File: src/rtl/cory_pulse_stretch_pkg.sv
// Shared definitions for the pulse stretcher: FSM encodings and state type.
package cory_pulse_stretch_pkg;

  localparam logic [1:0] IDLE_ENC = 2'd0;
  localparam logic [1:0] HIGH_ENC = 2'd1;
  localparam logic [1:0] GAP_ENC  = 2'd2;

  typedef enum logic [1:0] {
    ST_IDLE = IDLE_ENC,
    ST_HIGH = HIGH_ENC,
    ST_GAP  = GAP_ENC
  } ps_state_t;

endpackage

File: src/rtl/cory_pulse_stretch_sat.sv
// Saturating up/down counter; simultaneous inc and dec cancel, inc at full drops.
module cory_sat_cnt #(
  parameter int W = 4
) (
  input  logic         clk,
  input  logic         reset_n,
  input  logic         inc,
  input  logic         dec,
  output logic [W-1:0] cnt,
  output logic         full,
  output logic         ovf
);

  assign full = (cnt == {W{1'b1}});

  always_ff @(posedge clk or negedge reset_n) begin
    if (!reset_n) begin
      cnt <= '0;
      ovf <= 1'b0;
    end else begin
      ovf <= 1'b0;
      case ({inc, dec})
        2'b10: begin
          if (full) ovf <= 1'b1;
          else      cnt <= cnt + W'(1);
        end
        2'b01: if (cnt != '0) cnt <= cnt - W'(1);
        default: ;
      endcase
    end
  end

endmodule

File: src/rtl/cory_pulse_stretch.sv
// Pulse stretcher: each request yields a max(i_len,1)-cycle high pulse, separated
// by i_gap low cycles; requests arriving while busy are queued in a saturating counter.
module cory_pulse_stretch
  import cory_pulse_stretch_pkg::*;
#(
  parameter int CW     = 8,
  parameter int PW     = 4,
  parameter int RETRIG = 0
) (
  input  logic          clk,
  input  logic          reset_n,
  input  logic          i_a,
  input  logic [CW-1:0] i_len,
  input  logic [CW-1:0] i_gap,
  output logic          o_z,
  output logic          o_busy,
  output logic [PW-1:0] o_pend,
  output logic          o_ovf
);

  ps_state_t     state;
  logic [CW-1:0] cnt;
  logic [CW-1:0] len_ld;
  logic          last;
  logic          retrig_hit;
  logic          req_q;
  logic          have_next;
  logic          hi_end;
  logic          gp_end;
  logic          pend_dec;

  assign len_ld     = (i_len == '0) ? CW'(1) : i_len;
  assign last       = (cnt == CW'(1));
  assign retrig_hit = (RETRIG != 0) && (state == ST_HIGH) && i_a;
  // A request landing on the consume cycle counts toward have_next so it is
  // served back-to-back with a net-zero pending change.
  assign req_q      = i_a && (state != ST_IDLE) && !retrig_hit;
  assign have_next  = (o_pend != '0) || req_q;

  always_comb begin
    hi_end   = (state == ST_HIGH) && last && !retrig_hit;
    gp_end   = (state == ST_GAP) && last;
    pend_dec = have_next && ((hi_end && (i_gap == '0)) || gp_end);
  end

  cory_sat_cnt #(.W(PW)) u_pend (
    .clk     (clk),
    .reset_n (reset_n),
    .inc     (req_q),
    .dec     (pend_dec),
    .cnt     (o_pend),
    .full    (),
    .ovf     (o_ovf)
  );

  always_ff @(posedge clk or negedge reset_n) begin
    if (!reset_n) begin
      state <= ST_IDLE;
      cnt   <= '0;
      o_z   <= 1'b0;
    end else begin
      case (state)
        ST_IDLE: begin
          if (i_a) begin
            state <= ST_HIGH;
            cnt   <= len_ld;
            o_z   <= 1'b1;
          end
        end
        ST_HIGH: begin
          if (retrig_hit) begin
            cnt <= len_ld;
          end else if (!last) begin
            cnt <= cnt - CW'(1);
          end else if (i_gap != '0) begin
            state <= ST_GAP;
            cnt   <= i_gap;
            o_z   <= 1'b0;
          end else if (have_next) begin
            cnt <= len_ld;
          end else begin
            state <= ST_IDLE;
            cnt   <= '0;
            o_z   <= 1'b0;
          end
        end
        ST_GAP: begin
          if (!last) begin
            cnt <= cnt - CW'(1);
          end else if (have_next) begin
            state <= ST_HIGH;
            cnt   <= len_ld;
            o_z   <= 1'b1;
          end else begin
            state <= ST_IDLE;
            cnt   <= '0;
          end
        end
        default: begin
          state <= ST_IDLE;
          cnt   <= '0;
          o_z   <= 1'b0;
        end
      endcase
    end
  end

  assign o_busy = (state != ST_IDLE) || (o_pend != '0);

endmodule

File: config.mk
export PLATFORM = sky130hd
export DESIGN_NAME = cory_pulse_stretch
export DESIGN_NICKNAME = d
export VERILOG_FILES = /design/src/rtl/cory_pulse_stretch_pkg.sv /design/src/rtl/cory_pulse_stretch_sat.sv /design/src/rtl/cory_pulse_stretch.sv
export SDC_FILE = /design/constraint.sdc
export NUM_CORES = 1
export LEC_CHECK = 0
export CORE_ASPECT_RATIO = 1.75
export CORE_MARGIN = 10
export CORE_UTILIZATION = 36
export DETAILED_ROUTE_END_ITERATION = 12
export GPL_TIMING_DRIVEN = 0
export HOLD_SLACK_MARGIN = 0.03
export SLEW_MARGIN = 10
export SYNTH_ARGS = -nofsm -noshare
export SYNTH_HDL_FRONTEND = slang
export SYNTH_HIERARCHICAL = 1
export SYNTH_SLANG_ARGS = --single-unit
export TNS_END_PERCENT = 1
File: constraint.sdc
create_clock -name clk -period 3.12 [get_ports clk]
set_clock_uncertainty 0.1 [all_clocks]
set_input_delay 0.78 -clock clk [delete_from_list [all_inputs] [get_ports clk]]
set_output_delay 0.78 -clock clk [all_outputs]
set_load 0.05 [all_outputs]
==> impl_metrics.env, run 1 <==
export IMPL_synth_ff_type="dfrtp_1"
export IMPL_final_net_count=221
export IMPL_yosys_top_cells_count="16 x dfrtp_1, 15 x nor2_1, 14 x o21ai_0"
export IMPL_peakVddDrop_v=0.000531
export IMPL_yosysSeqAreaShare=0.291
export IMPL_path_cells="clkdlybuf4s50_1, nor4_4, and2_4, a21oi_1, nor3_4, nand2b_1, xnor2_1, ha_1, and3b_2, or3_1, o221ai_2"
export IMPL_grt_pass1_vias=1587
export IMPL_path_clk_slew_ps=70
export IMPL_placedCellCount=235
export IMPL_avgViaCountPerCell=6.29
export IMPL_worstMarginPinSlew_ps=812
export IMPL_rows=29
export IMPL_pin_count=26
export IMPL_cts_max_path_buffers=2
export IMPL_net_switching_power_mw=0.727
export IMPL_multi_input_area_sq_um=963
export IMPL_ys_async_sr_fraction=1.00
export IMPL_core_area_sq_um=3660
export IMPL_end_kind="flop"
export IMPL_syn_inst=164
export IMPL_drt_iter0_markers=91
export IMPL_drive_above_1_share=0.121
export IMPL_seqPwrFrac=0.295
export IMPL_worstSetupStartpoint="i_gap[6]"
export IMPL_io_buffers=25
export IMPL_grt_overflow=0
export IMPL_grt_max_degree=17
export IMPL_reg2reg_slack_ps=210
export IMPL_r2r_start="cnt[1]"
export IMPL_synth_area_leaders="dfrtp_1 29%, o21ai_0 5.1%, nor2_1 4.1%, a21oi_1 4.0%, a211oi_1 2.7%"
export IMPL_setup_viol=0
export IMPL_htreeDepth=1
export IMPL_cap_viol_max_count=0
export IMPL_drv_slew=0
export IMPL_power_leakage_nw=0.733
export IMPL_critical_path_top_delay_family="simple AND/OR/NAND/NOR gates"
export IMPL_crit_fanout=3
export IMPL_dieArea_sq_um=6780
export IMPL_regArea_sq_um=400
export IMPL_cts_root_buf="clkbuf_8"
export IMPL_cp_slowest_cell="clkdlybuf4s50_1"
export IMPL_die_h_um=102
export IMPL_finalCritPeriodShare=0.967
export IMPL_criticalPathCategory="input port to flop"
export IMPL_comb_power_share=0.577
export IMPL_worst_endpoint_required_ps=3190
export IMPL_synth_top_area_frac=0.291
export IMPL_cp_start_kind="input port"
export IMPL_drt_pass1_iterations=4
export IMPL_place_hpwl_um=3560
export IMPL_p_int_mw=0.762
export IMPL_maxSlewHeadroom=0.455
export IMPL_cpPeakStageDelay_ps=470
export IMPL_pwr_density_cell_nw_per_um2=808
export IMPL_final_util=0.503
export IMPL_grt_first_pass_wirelength_um=7730
export IMPL_netlist_area_sq_um=1370
export IMPL_synth_most_common_cell="dfrtp_1"
export IMPL_final_cells=244
export IMPL_fin_tns_setup_ps=0
export IMPL_initial_utilization=0.375
export IMPL_cp_buffers_inverters=1
export IMPL_wl_um=4660
export IMPL_arrival_ps=3090
export IMPL_p_sw_frac=0.488
export IMPL_vias=1534
export IMPL_yosysWarnings=6
export IMPL_fp_dieW_um=66.7
export IMPL_max_freq_ghz=0.331
export IMPL_avgSynthCellArea_sq_um=8.38
export IMPL_cts_inserted_buffers=3
export IMPL_pwr_share_clk=0.129
export IMPL_cts_tree="yes"
export IMPL_place_congestion=0.894
export IMPL_synth_fp_nets=186
export IMPL_antenna_diode_count=0
export IMPL_pre_cts_slack_ps=-842
export IMPL_clock_sinks=16
export IMPL_synthDistinctLibCells=52
export IMPL_fillCellCount=365
export IMPL_holdWs_ps=527
export IMPL_run_status="completed"
export IMPL_syn_to_final_growth_pct=34.2
export IMPL_clkLatencyLatePin_ps=250
export IMPL_wl_per_cell_um=19.1
export IMPL_grt_use_total=0.143
export IMPL_min_delay_start="o_z"
export IMPL_period_needed_ps=3020
export IMPL_hold_violations=0
export IMPL_synth_enable_flop_cells=0
export IMPL_hp_class="flop to flop"
export IMPL_drc=0
export IMPL_antenna_left=0
export IMPL_fin_ws_ps=102
export IMPL_synth_area_leader_cell="dfrtp_1"
export IMPL_synth_seq_cells=16
export IMPL_antenna_found_initial=0
-- per-layer routing --
layer | track usage | up-vias | routed length, um
met3 | 0.0387 | 12 | 281
met4 | 0.0778 | 0 | 182
met1 | 0.138 | 753 | 1720
met5 | 0 | - | 0
li1 | - | 713 | -
met2 | 0.260 | 56 | 2480
-- timing repair --
| action | 4_1_cts | 5_1_grt |
|---|---|---|
| hold buffers | 0 | 0 |
| buffers inserted | 3 | 2 |
| setup endpoints to repair | 4 | 1 |
| resized for setup | 7 | 8 |
| pin swaps | 4 | 4 |
-- worst min-delay path, delay by kind of cell (launching register included) --
kind | cells | cell delay (ps)
AO/OA/AOI/OAI | 2 | 180
flip-flops | 1 | 410
-- power by group through the flow --
stage	sequential, mW	combinational, mW	clock [mW]
floorplan	0.497	0.527	0
global placement	0.434	0.823	0
detailed placement	0.436	0.835	0
CTS	0.433	0.843	0.192
global route	0.458	0.939	0.200
finish	0.439	0.859	0.192
-- placed cells by master (no fill, tap or decap), types with 5 or more instances in the layout --
cell             instances
nor2_1                  15
a21oi_1                 11
buf_4                    6
o21ai_0                 14
dlymetal6s2s_1           5
dfrtp_1                 16
a211oi_1                 5
nor3_1                   6
clkdlybuf4s50_1         18
inv_1                    9
nand2_1                  5
nor2b_1                  5
-- sequential cells by signal, summed over array words and instances, names as in the netlist --
signal and cells:
u_pend/ovf 1, o_z 1, u_pend/cnt 4, cnt 8
state 2
-- path summary, 6_finish.rpt --
path,end,cells after the start
max in group asynchronous,u_pend/cnt[0],1
setup reg to reg,u_pend/cnt[2],11
hold reg to reg,o_z,2
min in group asynchronous,cnt[5],1
setup / recovery,u_pend/cnt[2],11
hold / removal,o_z,2
-- cell families (layout without fill, tap and decap cells) --
logic type | after synthesis | after routing | synth area share
mux | 2 | 2 | 0.0146
fa+ha+maj | 3 | 3 | 0.0273
compound gates | 57 | 57 | 0.288
simple gates | 69 | 69 | 0.316
xor+xnor | 2 | 2 | 0.0128
buf+inv | 15 | 49 | 0.0501
flops | 16 | 16 | 0.291
-- cell type report --
| cell class | instances | area share |
|---|---|---|
| inverter | 9 | 0.0183 |
| tap | 46 | 0.0312 |
| clock buffer | 4 | 0.0299 |
| buffer | 6 | 0.0190 |
| timing repair buffer | 30 | 0.162 |
| sequential | 16 | 0.217 |
| multi-input combinational | 133 | 0.523 |
-- metrics by stage --
stage | instance area [sq um] | power, mW
6_report | 1840 | 1.49
5_1_grt | 1840 | 1.60
4_1_cts | 1790 | 1.47
3_5_place_dp | 1690 | 1.27
3_3_place_gp | 1690 | 1.26
2_1_floorplan | 1380 | 1.02
Note: power is estimated with default switching activity, not from simulation.
==> inputs of run 2 (changes only) <==
Settings changed: CORE_MARGIN 10 to 5.
==> run 2 against run 1 <==
Non-clock buffer count is 1 higher; fmax grew 4.9%; sequential power barely moved; first-iteration DRC count decreased by 58%; power is 0.50% lower; largest cell class unchanged; highest routed layer unchanged.
==> impl_metrics.env, run 2 (same netlist as run 1, synthesis figures left out) <==
export IMPL_cp_slowest_cell="clkdlybuf4s50_1"
export IMPL_layout_commonest_cell="clkdlybuf4s50_1"
export IMPL_layout_common_cells="17 x clkdlybuf4s50_1, 16 x dfrtp_1, 15 x nor2_1, 14 x o21ai_0, 11 x a21oi_1"
export IMPL_drc=0
export IMPL_worst_endpoint_required_ps=2240
export IMPL_antenna_found_initial=0
export IMPL_pwr_density_cell_nw_per_um2=793
export IMPL_pwr_share_clk=0.130
export IMPL_p_total_mw=1.48
export IMPL_wl_per_cell_um=17.7
export IMPL_core_area_sq_um=3660
export IMPL_path_cells="nor2_1, nand2_1, clkdlybuf4s50_1"
export IMPL_hold_violations=0
export IMPL_antenna_left=0
export IMPL_top_register="cnt"
export IMPL_placedCellCount=235
export IMPL_top_regs="cnt: 8 flops, u_pend/cnt: 4 flops, state: 2 flops"
export IMPL_avgViaCountPerCell=6.08
export IMPL_pre_cts_slack_ps=-772
export IMPL_place_congestion=0.894
export IMPL_cpPeakStageDelay_ps=740
export IMPL_grt_pass1_vias=1623
export IMPL_net_switching_power_mw=0.715
export IMPL_period_needed_ps=2880
export IMPL_antenna_diode_count=0
export IMPL_regArea_sq_um=400
export IMPL_path_clk_slew_ps=70
export IMPL_criticalPathCategory="flop to output port"
export IMPL_final_net_count=222
export IMPL_holdWs_ps=514
export IMPL_grt_max_degree=17
export IMPL_finalCritPeriodShare=0.922
export IMPL_clock_sinks=16
export IMPL_worstMarginPinSlew_ps=846
export IMPL_max_freq_ghz=0.348
export IMPL_cts_tree="yes"
export IMPL_htreeDepth=1
export IMPL_arrival_ps=2000
export IMPL_grt_first_pass_wirelength_um=7710
export IMPL_run_status="completed"
export IMPL_p_int_mw=0.767
export IMPL_die_h_um=91.7
export IMPL_fillCellCount=345
export IMPL_fin_ws_ps=243
export IMPL_rows=29
export IMPL_drt_iter0_markers=38
export IMPL_end_kind="output port"
export IMPL_drive_above_1_share=0.131
export IMPL_dieArea_sq_um=5200
export IMPL_cts_max_path_buffers=2
export IMPL_grt_overflow=0
export IMPL_p_sw_frac=0.482
export IMPL_comb_power_share=0.576
export IMPL_initial_utilization=0.375
export IMPL_power_leakage_nw=0.765
export IMPL_setup_viol=0
export IMPL_crit_fanout=8
export IMPL_maxSlewHeadroom=0.432
export IMPL_wl_um=4330
export IMPL_syn_to_final_growth_pct=36.0
export IMPL_cts_root_buf="clkbuf_8"
export IMPL_hp_class="flop to flop"
export IMPL_fin_tns_setup_ps=0
export IMPL_vias=1489
export IMPL_cts_inserted_buffers=3
export IMPL_cp_start_kind="flop"
export IMPL_peakVddDrop_v=0.000506
export IMPL_pin_count=26
export IMPL_final_cells=245
export IMPL_drt_pass1_iterations=4
export IMPL_grt_use_total=0.184
export IMPL_drv_slew=0
export IMPL_cap_viol_max_count=0
export IMPL_clkLatencyLatePin_ps=260
export IMPL_io_buffers=25
export IMPL_fp_dieW_um=56.7
export IMPL_seqPwrFrac=0.294
export IMPL_largest_register_ffs=8
export IMPL_rsz0062_at_grt="false"
export IMPL_multi_input_area_sq_um=971
export IMPL_place_hpwl_um=3310
==> run 2: changes by cell type in the layout (fill, tap and decap cells not counted), sizes merged <==
cell | before | now
buf | 8 | 9
clkdlybuf4s50 | 18 | 17
dlygate4sd2 | 2 | 0
dlymetal6s2s | 5 | 8
==> run 2: layout make-up <==
class,instances,area share
Tap cell,46,0.0308
Multi-Input combinational cell,133,0.520
Inverter,9,0.0181
Clock buffer,4,0.0295
Sequential cell,16,0.214
Timing Repair Buffer,31,0.169
Buffer,6,0.0188
==> run 2: final timing paths <==
path	end	slack, ps	cells past startpoint	startpoint
min in group asynchronous	cnt[3]	880	1	reset_n
min	o_z	510	2	o_z
max	o_busy	240	3	state[0]
min reg2reg	o_z	510	2	o_z
max in group asynchronous	cnt[0]	1540	1	reset_n
max reg2reg	u_pend/cnt[2]	300	11	cnt[1]
==> run 2: power by group through the flow <==
stage	Combinational (mW)	Sequential (mW)	Clock, mW
5_1_grt	0.947	0.457	0.199
3_5_place_dp	0.825	0.433	0
3_3_place_gp	0.819	0.431	0
2_1_floorplan	0.527	0.497	0
4_1_cts	0.832	0.431	0.190
6_report	0.853	0.436	0.193
==> run 2: stage by stage <==
stage	cell area [sq um]	util
floorplan	1380	-
global placement	1690	0.460
detailed placement	1690	0.460
CTS	1790	0.489
global route	1870	0.510
finish	1870	0.510
==> run 2: timing repair <==
action,4_1_cts,5_1_grt
buffers inserted,4,2
pin swaps,2,3
setup endpoints to repair,3,2
endpoints found under the hold margin,0,0
gates resized for setup,4,13
hold buffers,0,0
==> run 2: worst max-delay path, delay by kind of cell, from the launching register on <==
family,cells,cell delay (ps)
buf+inv,1,740
simple gates,2,520
flops,1,480
==> run 2: layer usage <==
metal | wire [um] | vias to the layer above | track usage
met3 | 198 | 21 | 0.0337
met1 | 1630 | 705 | 0.190
met5 | 0 | - | 0
li1 | - | 709 | -
met4 | 264 | 0 | 0.129
met2 | 2240 | 54 | 0.325
==> inputs of run 3 (changes only) <==
Settings changed: SLEW_MARGIN 10 to default.
==> results of run 3 <==
Final layout, timing and power as in run 2 (identical DEF).
